--- src/rtl/fetch_pkg.sv ---
// Shared fetch-side types and defaults.
// Holds XLEN/ILEN, default reset PC, buffer depth and the PC step helper.
package fetch_pkg;

  localparam int XLEN = 64;
  localparam int ILEN = 32;
  localparam logic [XLEN-1:0] RESET_PC_DEF = 64'h0;
  localparam int FETCH_DEPTH = 2;

  typedef struct packed {
    logic [XLEN-1:0] pc;
    logic [ILEN-1:0] instr;
  } fetch_entry_t;

  function automatic logic [XLEN-1:0] pc_inc(
    input logic [XLEN-1:0] pc
  );
    return pc + XLEN'(4);
  endfunction

endpackage

--- src/rtl/fetch_fifo.sv ---
// Small registered FIFO with synchronous clear and occupancy count.
// Ports: clk, rst_n, i_clr, i_push/i_din, i_pop, o_dout (head, 0 when empty), o_count.
module fetch_fifo #(
  parameter int DEPTH = 2,
  parameter int WIDTH = 96,
  parameter int CW    = $clog2(DEPTH + 1)
) (
  input  logic             clk,
  input  logic             rst_n,
  input  logic             i_clr,
  input  logic             i_push,
  input  logic [WIDTH-1:0] i_din,
  input  logic             i_pop,
  output logic [WIDTH-1:0] o_dout,
  output logic [CW-1:0]    o_count
);

  localparam int PW = (DEPTH > 1) ? $clog2(DEPTH) : 1;

  logic [WIDTH-1:0] r_mem [DEPTH];
  logic [PW-1:0]    r_wr;
  logic [PW-1:0]    r_rd;
  logic [CW-1:0]    r_cnt;
  logic             w_push;
  logic             w_pop;

  function automatic logic [PW-1:0] ptr_inc(
    input logic [PW-1:0] p
  );
    return (p == PW'(DEPTH - 1)) ? '0 : p + PW'(1);
  endfunction

  // Clear dominates; a pop on empty is ignored.
  assign w_push = i_push && !i_clr;
  assign w_pop  = i_pop && !i_clr && (r_cnt != '0);

  always_ff @(posedge clk) begin
    if (w_push) begin
      r_mem[r_wr] <= i_din;
    end
  end

  always_ff @(posedge clk or negedge rst_n) begin
    if (!rst_n) begin
      r_wr  <= '0;
      r_rd  <= '0;
      r_cnt <= '0;
    end else if (i_clr) begin
      r_wr  <= '0;
      r_rd  <= '0;
      r_cnt <= '0;
    end else begin
      if (w_push) begin
        r_wr <= ptr_inc(r_wr);
      end
      if (w_pop) begin
        r_rd <= ptr_inc(r_rd);
      end
      r_cnt <= r_cnt + CW'(w_push) - CW'(w_pop);
    end
  end

  // Head reads as zero when empty so the decode side sees clean data.
  assign o_dout  = (r_cnt != '0) ? r_mem[r_rd] : '0;
  assign o_count = r_cnt;

endmodule

--- src/rtl/fetch_unit.sv ---
// Instruction fetch: credit-limited requests, in-order responses, redirect flush.
// Ports: imem req/rsp channel, redirect from execute, if_* valid/ready to decode.
import fetch_pkg::*;

module fetch_unit #(
  parameter logic [63:0] RESET_PC = RESET_PC_DEF,
  parameter int          DEPTH    = FETCH_DEPTH
) (
  input  logic        clk,
  input  logic        rst_n,
  output logic        imem_req_valid,
  input  logic        imem_req_ready,
  output logic [63:0] imem_req_addr,
  input  logic        imem_rsp_valid,
  input  logic [31:0] imem_rsp_data,
  input  logic        redirect_valid,
  input  logic [63:0] redirect_pc,
  output logic        if_valid,
  input  logic        if_ready,
  output logic [31:0] if_instr,
  output logic [63:0] if_pc
);

  localparam int CW = $clog2(DEPTH + 1);
  localparam logic [CW:0] LIM = (CW + 1)'(DEPTH);

  logic [XLEN-1:0] r_pc;
  logic [XLEN-1:0] r_rsp_pc;
  logic [CW-1:0]   r_out;
  logic [CW-1:0]   r_drop;

  logic [CW-1:0]   w_cnt;
  logic [CW:0]     w_used;
  logic            w_req_valid;
  logic            w_fire;
  logic            w_push;
  logic            w_pop;
  logic [CW-1:0]   w_out_left;
  logic [XLEN-1:0] w_tgt;
  fetch_entry_t    w_din;
  fetch_entry_t    w_head;

  // Credits cover both in-flight requests and buffered words.
  assign w_used      = {1'b0, r_out} + {1'b0, w_cnt};
  assign w_req_valid = rst_n && !redirect_valid && (w_used < LIM);
  assign w_fire      = w_req_valid && imem_req_ready;

  // Outstanding count once this cycle's response is retired.
  assign w_out_left = r_out - CW'(imem_rsp_valid);

  assign w_push = imem_rsp_valid && !redirect_valid
               && (r_drop == '0);
  assign w_pop  = if_valid && if_ready && !redirect_valid;
  assign w_tgt  = {redirect_pc[63:2], 2'b00};

  assign w_din.pc    = r_rsp_pc;
  assign w_din.instr = imem_rsp_data;

  always_ff @(posedge clk or negedge rst_n) begin
    if (!rst_n) begin
      r_pc     <= RESET_PC;
      r_rsp_pc <= RESET_PC;
      r_out    <= '0;
      r_drop   <= '0;
    end else begin
      r_out <= w_out_left + CW'(w_fire);
      if (redirect_valid) begin
        r_pc     <= w_tgt;
        r_rsp_pc <= w_tgt;
        r_drop   <= w_out_left;
      end else begin
        if (w_fire) begin
          r_pc <= pc_inc(r_pc);
        end
        if (imem_rsp_valid && (r_drop != '0)) begin
          r_drop <= r_drop - CW'(1);
        end
        if (w_push) begin
          r_rsp_pc <= pc_inc(r_rsp_pc);
        end
      end
    end
  end

  fetch_fifo #(
    .DEPTH (DEPTH),
    .WIDTH ($bits(fetch_entry_t)),
    .CW    (CW)
  ) u_fifo (
    .clk     (clk),
    .rst_n   (rst_n),
    .i_clr   (redirect_valid),
    .i_push  (w_push),
    .i_din   (w_din),
    .i_pop   (w_pop),
    .o_dout  (w_head),
    .o_count (w_cnt)
  );

  assign imem_req_valid = w_req_valid;
  assign imem_req_addr  = r_pc;
  assign if_valid       = (w_cnt != '0);
  assign if_instr       = w_head.instr;
  assign if_pc          = w_head.pc;

endmodule

--- config.mk ---
export PLATFORM = sky130hd
export DESIGN_NAME = fetch_unit
export DESIGN_NICKNAME = d
export VERILOG_FILES = /design/src/rtl/fetch_pkg.sv /design/src/rtl/fetch_fifo.sv /design/src/rtl/fetch_unit.sv
export SDC_FILE = /design/constraint.sdc
export NUM_CORES = 1
export LEC_CHECK = 0
export ABC_AREA = 1
export BUFFER_PORTS_ARGS = -buffer_cell sky130_fd_sc_hd__buf_2
export CAP_MARGIN = 15
export CORE_ASPECT_RATIO = 1.5
export CORE_UTILIZATION = 40
export CTS_CLUSTER_SIZE = 25
export DETAILED_ROUTE_END_ITERATION = 12
export SKIP_CTS_REPAIR_TIMING = 1
export SLEW_MARGIN = 20
export SYNTH_ARGS = -nofsm -noshare
export SYNTH_HDL_FRONTEND = slang
export SYNTH_HIERARCHICAL = 1
export SYNTH_SLANG_ARGS = --single-unit
export TNS_END_PERCENT = 50
--- constraint.sdc ---
create_clock -name clk -period 10.1 [get_ports clk]
set_clock_uncertainty 0.1 [all_clocks]
set_input_delay 0.505 -clock clk [delete_from_list [all_inputs] [get_ports clk]]
set_output_delay 0.505 -clock clk [all_outputs]
set_load 0.005 [all_outputs]
## After elaboration in Yosys (flattened, before gate mapping)

Memory sizes are Yosys's and may differ from the RTL's.
Cells that the tools add are included.

| word-level totals | value |
|---|---|
| register bits after elaboration | 136 |
| bits in latches | 0 |
| bits in writable memories | 192 |
| ROM bits | 0 |
| bits of input ports | 102 |
| output and inout port bits | 162 |
| word-level logic and storage cells | 55 |
| memories kept | 1 |

| cells by class | value |
|---|---|
| add/sub/neg operators | 10 |
| $mul | 0 |
| div/mod/pow operators | 0 |
| $lt $le $gt $ge | 1 |
| eq/ne operators | 0 |
| shift operators | 0 |
| mux-type cells | 16 |
| bitwise logic cells | 0 |
| reduce and logical (&&, ||, !) cells | 20 |

Memories:

| name | depth | width | read ports | clocked after memory_dff | write ports | RTL line | RTL |
|---|---|---|---|---|---|---|---|
| u_fifo.r_mem | 2 | 96 | 1 | 0 | 1 | fetch_fifo.sv:20 | `logic [WIDTH-1:0] r_mem [DEPTH];` |

Operator list:

| kind | count |
|---|---|
| 64-bit 2-to-1 mux | 4 |
| 64-bit by 3-bit adder with 64-bit output (second input constant) | 2 |
| 96-bit 2-to-1 mux | 1 |
| 2-bit nonzero test | 7 |
| 1-bit logical AND | 11 |
| 1-bit 2-to-1 mux | 8 |
| 2-bit 2-to-1 mux | 3 |
| 2-bit by 1-bit adder with 2-bit output | 2 |
| 2-bit by 1-bit subtractor with 2-bit output | 2 |
| 2-bit by 2-bit adder with 3-bit output | 1 |
| 3-bit by 2-bit less-than comparator with 1-bit output (second input constant) | 1 |
| 1-bit adder (second input constant) | 2 |
| 2-bit zero test | 1 |
| 2-bit by 1-bit subtractor with 2-bit output (second input constant) | 1 |
| 1-bit zero test | 1 |

## Depth between registers and ports, before layout

Gate-level depths: netlist of run 1.

| depth | value |
|---|---|
| depth in word-level cells | 7 |
| gate-level depth with buffers | 13 |
| mapped depth without buffers | 13 |

## By module

Netlist of run 1, hierarchy kept.

By module, submodules not included:

| module | instances | cells an instance | area an instance (µm²) | seq. area each (µm²) |
|---|---|---|---|---|
| fetch_unit | 1 | 1524 | 9894.5 | 3203.1 |
| fetch_fifo | 1 | 546 | 7524.7 | 5865.6 |

## Least setup slack after synthesis of run 1

No wires, ideal clock.

| path | value |
|---|---|
| kind | register to register |
| start point | register r_drop[0] |
| end point | memory u_fifo.r_mem[0][0], enable pin |
| library setup time | 551 ps |
| data arrival time | 5292 ps |
| setup slack | 4157 ps |
| cell stages (with the launch flop) | 8 |
| cells stage by stage | dfrtp_1 -> inv_1 -> ha_1 -> nand2_2 -> nor2_2 -> buf_2 -> nand2_1 -> nor2_1 |

| on the way | value |
|---|---|
| cells in the longest elaborated chain, start to end | 5 |

RTL lines:

| item | RTL line | RTL |
|---|---|---|
| start, declared | fetch_unit.sv:30 | `logic [CW-1:0] r_drop;` |
| start signal, assigned | fetch_unit.sv:70 | `r_drop <= w_out_left;` |
| start signal, assigned | fetch_unit.sv:76 | `r_drop <= r_drop - CW'(1);` |
| 2-bit zero test | fetch_unit.sv:52 | `&& (r_drop == '0);` |
| 1-bit logical AND | fetch_unit.sv:52 |  |
| net w_push | fetch_unit.sv:36 | `logic w_push;` |
| 1-bit logical AND | fetch_fifo.sv:34 | `assign w_push = i_push && !i_clr;` |
| 1-bit 2-to-1 mux | fetch_fifo.sv:38 | `if (w_push) begin` |
| 1-bit 2-to-1 mux (not written as such) | fetch_fifo.sv:39 | `r_mem[r_wr] <= i_din;` |
| end, declared | fetch_fifo.sv:20 |  |

The timed path passes the listed nets, and every way through them passes these cells.

## Worst setup path in the final report of run 1

| path | value |
|---|---|
| start point | register u_fifo.r_rd |
| end point | output port if_pc[20] |

| on the way | value |
|---|---|
| cells in the longest elaborated chain, start to end | 2 |

RTL lines:

| item | RTL line | RTL |
|---|---|---|
| start, declared | fetch_fifo.sv:22 | `logic [PW-1:0] r_rd;` |
| start signal, assigned | fetch_fifo.sv:57 | `r_rd <= ptr_inc(r_rd);` |
| memory read 2 x 96 bit | -- |  |
| 96-bit 2-to-1 mux | fetch_fifo.sv:64 | `assign o_dout = (r_cnt != '0) ? r_mem[r_rd] : '0;` |
| end, declared | fetch_unit.sv:21 | `output logic [63:0] if_pc` |

No other way between the ends.

==> results.sh, run 1 <==
export IMPL_synth_largest_type_area_fraction=0.331
export IMPL_synth_top_cells_by_area="sky130_fd_sc_hd__edfxtp_1 33%, sky130_fd_sc_hd__dfrtp_1 19%, sky130_fd_sc_hd__nand2_1 15%"
export IMPL_worst_endpoint_required_ns=9.50
export IMPL_outcome="finished, final reports clean"
export IMPL_unrepaired_setup_endpoints_after_global_routing="no"
export IMPL_power_switching_mw=1.07
export IMPL_ioPinCount=264
export IMPL_flops_latches_synth=324
export IMPL_floorplan_initialDensity=0.406
export IMPL_synth_lib_cells_used_distinct=47
export IMPL_syn_mean_instance_area_um2=8.42
export IMPL_ctsRootBufferMaster="sky130_fd_sc_hd__clkbuf_16"
export IMPL_synth_cells=2070
export IMPL_power_per_cell_area_nw_per_um2=176
export IMPL_timing_max_slew_rel_slack=0.393
export IMPL_power_ir_vdd_worst_uv=116
export IMPL_clock_tree_htree_level_count=2
export IMPL_met1_usage=0.299
export IMPL_drt_pre_antenna_iters=5
export IMPL_cts_num_sinks=324
export IMPL_switching_share=0.299
export IMPL_ant_nets=0
export IMPL_finish_cell_count_without_fillers=2912
export IMPL_vias=15200
export IMPL_dpl_hpwl_mm=41.4
export IMPL_clkTransAtPathRegs_ns=0.06
export IMPL_drt_wl_total_mm=56.5
export IMPL_worstMarginPinSlew_ns=0.907
export IMPL_placementRows=93
export IMPL_grt_remaining_overflow=0
export IMPL_synth_sequential_area_ratio=0.521
export IMPL_cts_tree="yes"
export IMPL_grt_max_degree=72
export IMPL_drt_drc_violations_left=0
export IMPL_final_hold_violation_count=0
export IMPL_power_mw=3.59
export IMPL_asr_flop_ratio_synth=0.407
export IMPL_placed_cells_incl_taps=2848
export IMPL_gpl_final_weighted_congestion=0.944
export IMPL_numCtsBuffers=34
export IMPL_drt_wirelength_per_cell_um=19.4
export IMPL_io_buffer_count=259
export IMPL_fin_tns_setup_ns=0
export IMPL_global_route_hottest_layer="met2"
export IMPL_gr_usage_total=0.257
export IMPL_cts_buffer_depth=3
export IMPL_post_place_ws_ns=5.94
export IMPL_nets=2425
export IMPL_worst_skew_pair_late_latency_ns=0.54
export IMPL_crit_path_start_kind="flop"
export IMPL_setup_slack_ns=6.38
export IMPL_period_share=0.368
export IMPL_die_height_um=258
export IMPL_p_comb_frac=0.152
export IMPL_detail_route_vias_per_cell=5.22
export IMPL_layout_drive_gt1_share=0.198
export IMPL_timing_critical_path_to_type="primary output"
export IMPL_synth_top_area_cell="sky130_fd_sc_hd__edfxtp_1"
export IMPL_power_share_of_the_clock_group=0.371
export IMPL_post_synth_instance_area_um2=17400
export IMPL_clock_fmax_mhz=269
export IMPL_final_max_slew_violation_count=0
export IMPL_first_global_vias=14700
export IMPL_grt_antenna_before_repair=1
export IMPL_critical_path_max_fanout=69
export IMPL_post_synthesis_to_final_layout_area_growth_pct=16.9
export IMPL_met3_usage=0.0328
export IMPL_floorplan_die_area_um2=44400
export IMPL_worstSetupPathType="flop to primary output"
export IMPL_synth_ff_type="sky130_fd_sc_hd__edfxtp_1"
export IMPL_worstPathArrival_ns=3.11
export IMPL_global_route_wire_length_before_repair_mm=85.1
export IMPL_intPower_mw=2.52
export IMPL_hold_path_class="input pin to flop"
export IMPL_pwr_share_seq=0.477
export IMPL_finish_instance_area_um2=20400
export IMPL_cellLeakagePower_nw=8.67
export IMPL_synth_enable_flop_cells=192
export IMPL_drtIter0Drc=975
export IMPL_core_area_um2=42900
export IMPL_die_x_um=172
export IMPL_finalSetupViolations=0
export IMPL_placed_inst_area_um2=19200
export IMPL_global_route_met2_utilization=0.439
export IMPL_max_cap_violations=0
export IMPL_yosys_warnings=6
export IMPL_min_period_ns=3.72
-- placed cells by master, fill, tap and decap left out, types with 5 or more instances in the layout --
cell                        synthesis  layout
sky130_fd_sc_hd__a21oi_1          106     106
sky130_fd_sc_hd__a21oi_2           20      20
sky130_fd_sc_hd__buf_2             36     258
sky130_fd_sc_hd__buf_4              8      15
sky130_fd_sc_hd__bufinv_16          0       5
sky130_fd_sc_hd__clkbuf_1          11       6
sky130_fd_sc_hd__clkbuf_16          0      34
sky130_fd_sc_hd__clkbuf_8           0       5
sky130_fd_sc_hd__conb_1             1       6
sky130_fd_sc_hd__dfrtp_1          132     131
sky130_fd_sc_hd__edfxtp_1         192     192
sky130_fd_sc_hd__ha_1               7       7
sky130_fd_sc_hd__inv_1            190     188
sky130_fd_sc_hd__inv_2             13      13
sky130_fd_sc_hd__nand2_1          676     675
sky130_fd_sc_hd__nand2_2           30      31
sky130_fd_sc_hd__nand2_4            7       7
sky130_fd_sc_hd__nand3_1          133     133
sky130_fd_sc_hd__nand3b_1          11      11
sky130_fd_sc_hd__nand4_1           53      53
sky130_fd_sc_hd__nor2_1           173     171
sky130_fd_sc_hd__nor2_2            22      22
sky130_fd_sc_hd__nor2_4            20      22
sky130_fd_sc_hd__nor3_1            32      32
sky130_fd_sc_hd__nor3_2             7       7
sky130_fd_sc_hd__o211ai_1          28      28
sky130_fd_sc_hd__o21ai_0           54      54
sky130_fd_sc_hd__o21ai_1            7       7
sky130_fd_sc_hd__o21bai_1          14      14
sky130_fd_sc_hd__o311ai_0           9       9
sky130_fd_sc_hd__xor2_1            31      31
-- sequential cells by signal (all words and copies together), names as in the netlist --
register,flops
imem_req_addr,62
r_drop,2
r_out,2
r_rsp_pc,62
u_fifo/o_count,2
u_fifo/r_mem,192
u_fifo/r_rd,1
u_fifo/r_wr,1
-- area by class of cell --
| type | count | area, um2 |
|---|---|---|
| multi-input combinational | 1477 | 7220 |
| antenna | 1 | 2.50 |
| tap | 570 | 713 |
| sequential | 324 | 9070 |
| clock inverter | 17 | 236 |
| timing repair buffer | 274 | 1410 |
| inverter | 204 | 768 |
| clock buffer | 45 | 942 |
| fill | 4223 | 22600 |
-- stage by stage --
step                 util  hold slack, ns
floorplan               -           0.109
global placement    0.447           0.384
detailed placement  0.447           0.401
CTS                 0.474          -0.166
global route        0.474          0.0395
finish              0.474          0.0554
-- worst paths after layout --
kind | start | end | slack, ns | cells past startpoint
setup / recovery | u_fifo/r_rd$_DFFE_PN0P_ | if_pc[20] | 6.38 | 5
hold / removal | imem_rsp_data[31] | u_fifo/r_mem[0][31]$_DFFE_PP_ | 0.06 | 1
setup reg to reg | u_fifo/o_count[0]$_DFF_PN0_ | imem_req_addr[4]$_DFFE_PN0P_ | 6.48 | 10
hold reg to reg | r_rsp_pc[63]$_DFFE_PN0N_ | u_fifo/r_mem[0][95]$_DFFE_PP_ | 0.45 | 0
max in group asynchronous | rst_n | r_rsp_pc[36]$_DFFE_PN0N_ | 8.24 | 3
min in group asynchronous | rst_n | imem_req_addr[8]$_DFFE_PN0P_ | 0.36 | 2
-- worst max-delay path, stage by stage (launching register included) --
cell and delay, ns:
sky130_fd_sc_hd__dfrtp_4 0.74, sky130_fd_sc_hd__clkinv_2 0.47, sky130_fd_sc_hd__buf_4 0.70, sky130_fd_sc_hd__nand2_1 0.10
sky130_fd_sc_hd__a21oi_1 0.31, sky130_fd_sc_hd__buf_2 0.18
-- cell families (layout without fill, tap and decap cells) --
logic type / Yosys count / count (layout) / synth area share
buffers and inverters: 274 / 540 / 0.0671
other: 1 / 7 / 0.000215
AND/OR/NAND/NOR: 1178 / 1178 / 0.303
adder cells (fa/ha/maj): 8 / 8 / 0.00618
XOR/XNOR: 35 / 35 / 0.0176
flip-flops: 324 / 324 / 0.521
AO/OA/AOI/OAI: 250 / 250 / 0.0857
-- cell usage after synthesis (all sizes together) (4+ instances only) --
cell type and count:
nand2 713, o311ai 9, nand4 53, o21bai 15, ha 7, buf 59, clkbuf 11, xnor2 4
dfrtp 132, edfxtp 192, nand3 137, nor3 39, a21oi 126, o211ai 28, xor2 31, o21ai 61
nand3b 11, inv 203, a31oi 4, nor2 218
-- metal layers --
metal	part of all wire	up-vias
met2	0.49	518
met3	0.053	154
li1	-	7335
met5	0	-
met1	0.38	7190
met4	0.071	0
-- power by group through the flow --
| stage | registers [mW] | logic (mW) | clock network (mW) |
|---|---|---|---|
| finish | 1.72 | 0.547 | 1.33 |
| global route | 1.73 | 0.619 | 1.41 |
| CTS | 1.71 | 0.550 | 1.36 |
| detailed placement | 1.74 | 0.547 | 0 |
| global placement | 1.73 | 0.534 | 0 |
| floorplan | 1.68 | 0.349 | 0 |
(Power assumes the default switching activity.)
==> run 2, diff against run 1 <==
==> constraint.sdc (replaced) <==
create_clock -name clk -period 3.8 [get_ports clk]
set_clock_uncertainty 0.1 [all_clocks]
set_input_delay 0.19 -clock clk [delete_from_list [all_inputs] [get_ports clk]]
set_output_delay 0.19 -clock clk [all_outputs]
set_load 0.005 [all_outputs]
==> results.sh, run 2 (synthesized netlist as in run 1, its figures left out) <==
export IMPL_outcome="finished with violations"
export IMPL_failed_checks="hold timing"
export IMPL_floorplan_initialDensity=0.406
export IMPL_power_share_of_the_clock_group=0.364
export IMPL_largest_register_ff_count=192
export IMPL_min_delay_path_depth=4
export IMPL_cts_tree="yes"
export IMPL_worstPathArrival_ns=2.84
export IMPL_reg2reg_to="imem_req_addr[4]$_DFFE_PN0P_"
export IMPL_gpl_final_weighted_congestion=0.943
export IMPL_clock_fmax_mhz=320
export IMPL_worst_endpoint_required_ns=3.51
export IMPL_drt_drc_violations_left=0
export IMPL_crit_path_start_kind="flop"
export IMPL_postLayoutCoreUtil=0.496
export IMPL_finish_instance_area_um2=21300
export IMPL_top_register="u_fifo/r_mem"
export IMPL_first_global_vias=14800
export IMPL_finalSetupViolations=0
export IMPL_power_ir_vdd_worst_uv=343
export IMPL_mostFrequentLayoutCell="sky130_fd_sc_hd__nand2_1"
export IMPL_final_max_slew_violation_count=0
export IMPL_grt_antenna_before_repair=0
export IMPL_hp_start="redirect_valid"
export IMPL_clkTransAtPathRegs_ns=0.06
export IMPL_reg2reg_from="u_fifo/o_count[0]$_DFF_PN0_"
export IMPL_finish_cell_count_without_fillers=3003
export IMPL_drt_wirelength_per_cell_um=19.2
export IMPL_grt_max_degree=96
export IMPL_most_common_layout_cells="676 x sky130_fd_sc_hd__nand2_1, 258 x sky130_fd_sc_hd__buf_2, 192 x sky130_fd_sc_hd__edfxtp_1"
export IMPL_insertedDiodeCount=0
export IMPL_placed_cells_incl_taps=2853
export IMPL_timing_max_slew_rel_slack=0.375
export IMPL_clock_tree_htree_level_count=2
export IMPL_max_cap_violations=0
export IMPL_core_area_um2=42900
export IMPL_pwr_share_seq=0.475
export IMPL_ant_nets=0
export IMPL_finalHoldWorstSlack_ns=-0.0283
export IMPL_final_hold_violation_count=12
export IMPL_worst_skew_pair_late_latency_ns=0.54
export IMPL_cellLeakagePower_nw=9.08
export IMPL_io_buffer_count=259
export IMPL_worstSetupPathType="flop to primary output"
export IMPL_period_share=0.823
export IMPL_die_x_um=172
export IMPL_numCtsBuffers=35
export IMPL_switching_share=0.303
export IMPL_power_per_cell_area_nw_per_um2=451
export IMPL_floorplan_die_area_um2=44400
export IMPL_filler_cell_count=4104
export IMPL_die_height_um=258
export IMPL_min_period_ns=3.13
export IMPL_post_synthesis_to_final_layout_area_growth_pct=22.4
export IMPL_min_to="imem_req_addr[28]$_DFFE_PN0P_"
export IMPL_drtIter0Drc=833
export IMPL_power_switching_mw=2.91
export IMPL_grt_remaining_overflow=0
export IMPL_drt_pre_antenna_iters=5
export IMPL_vias=15600
export IMPL_unrepaired_setup_endpoints_after_global_routing="no"
export IMPL_multiInputGateArea_um2=7220
export IMPL_ctsRootBufferMaster="sky130_fd_sc_hd__clkbuf_16"
export IMPL_hold_path_class="input pin to flop"
export IMPL_delay_of_the_slowest_cell_on_the_worst_path_ns=0.75
export IMPL_dpl_hpwl_mm=41.9
export IMPL_worstMarginPinSlew_ns=0.937
export IMPL_sequential_cell_area_um2=9070
export IMPL_cts_num_sinks=324
export IMPL_timing_critical_path_to_type="primary output"
export IMPL_detail_route_vias_per_cell=5.19
export IMPL_r2r_setup_slack_ns=0.67
export IMPL_global_route_wire_length_before_repair_mm=84.7
export IMPL_intPower_mw=6.70
export IMPL_cpMaxStageDelayCell="sky130_fd_sc_hd__clkinv_2"
export IMPL_critical_path_max_fanout=52
export IMPL_nets=2519
export IMPL_p_comb_frac=0.161
export IMPL_reg2regPathDepth=11
export IMPL_placed_inst_area_um2=19300
export IMPL_layout_drive_gt1_share=0.190
export IMPL_ioPinCount=264
export IMPL_cp_cell_sequence="clkinv_2 -> buf_4 -> nand2_1 -> a21oi_1 -> buf_2"
export IMPL_drt_wl_total_mm=57.7
export IMPL_gr_usage_total=0.255
export IMPL_placementRows=93
export IMPL_cts_buffer_depth=3
==> run 2: cell types whose count changed in the layout (fill, tap and decap cells not counted), sizes merged <==
| cell | previous run | this run |
|---|---|---|
| diode | 1 | 0 |
| bufinv | 5 | 4 |
| clkinv | 8 | 9 |
| clkbuf | 45 | 44 |
| dlygate4sd3 | 1 | 89 |
| clkinvlp | 3 | 1 |
| inv | 205 | 207 |
| buf | 273 | 278 |
==> run 2: worst max-delay path by stage <==
stage / start / endpoint / slack, ns / depth (start not counted)
5_1_grt: u_fifo/r_rd$_DFFE_PN0P_ / if_instr[25] / 0.43 / 5
3_3_place_gp: u_fifo/o_count[0]$_DFF_PN0_ / imem_req_addr[4]$_DFFE_PN0P_ / 0.72 / 11
6_report: u_fifo/r_rd$_DFFE_PN0P_ / if_instr[9] / 0.67 / 5
4_1_cts: u_fifo/r_rd$_DFFE_PN0P_ / if_pc[46] / 0.55 / 5
3_5_place_dp: u_fifo/o_count[0]$_DFF_PN0_ / imem_req_addr[4]$_DFFE_PN0P_ / 0.72 / 11
2_1_floorplan: r_drop[0]$_DFFE_PN0P_ / u_fifo/r_mem[0][0]$_DFFE_PP_ / -0.54 / 7
==> run 2: worst max-delay path, delay by kind of cell, from the launching register on <==
family / cells / cell delay, ns
simple gates: 1 / 0.11
compound gates: 1 / 0.07
flops: 1 / 0.71
buf+inv: 3 / 1.40
==> run 2: power by group through the flow <==
stage / registers (mW) / logic (mW) / clock network [mW]
global route: 4.61 / 1.74 / 3.70
floorplan: 4.46 / 0.928 / 0
CTS: 4.55 / 1.48 / 3.57
global placement: 4.60 / 1.44 / 0
finish: 4.57 / 1.55 / 3.49
detailed placement: 4.62 / 1.47 / 0
==> run 2: area by class of cell <==
cell class,instances,area share
Sequential cell,324,0.426
Multi-Input combinational cell,1477,0.339
Timing Repair Buffer,367,0.112
Clock buffer,44,0.0431
Inverter,204,0.0360
Tap cell,570,0.0335
Clock inverter,17,0.0112
==> run 2: stage by stage <==
| step | setup WS [ns] | total power [mW] | setup TNS [ns] |
|---|---|---|---|
| after global placement | 0.718 | 6.04 | 0 |
| after detailed placement | 0.716 | 6.09 | 0 |
| after CTS | 0.552 | 9.60 | 0 |
| after floorplan | -0.544 | 5.39 | -104.35 |
| final | 0.672 | 9.61 | 0 |
| after global routing | 0.429 | 10.0 | 0 |
==> run 2: routing by layer <==
metal / track usage / wire [um]
met4: 0.166 / 4060
met3: 0.0313 / 2730
met2: 0.442 / 28800
met1: 0.293 / 22100
met5: 0 / 0
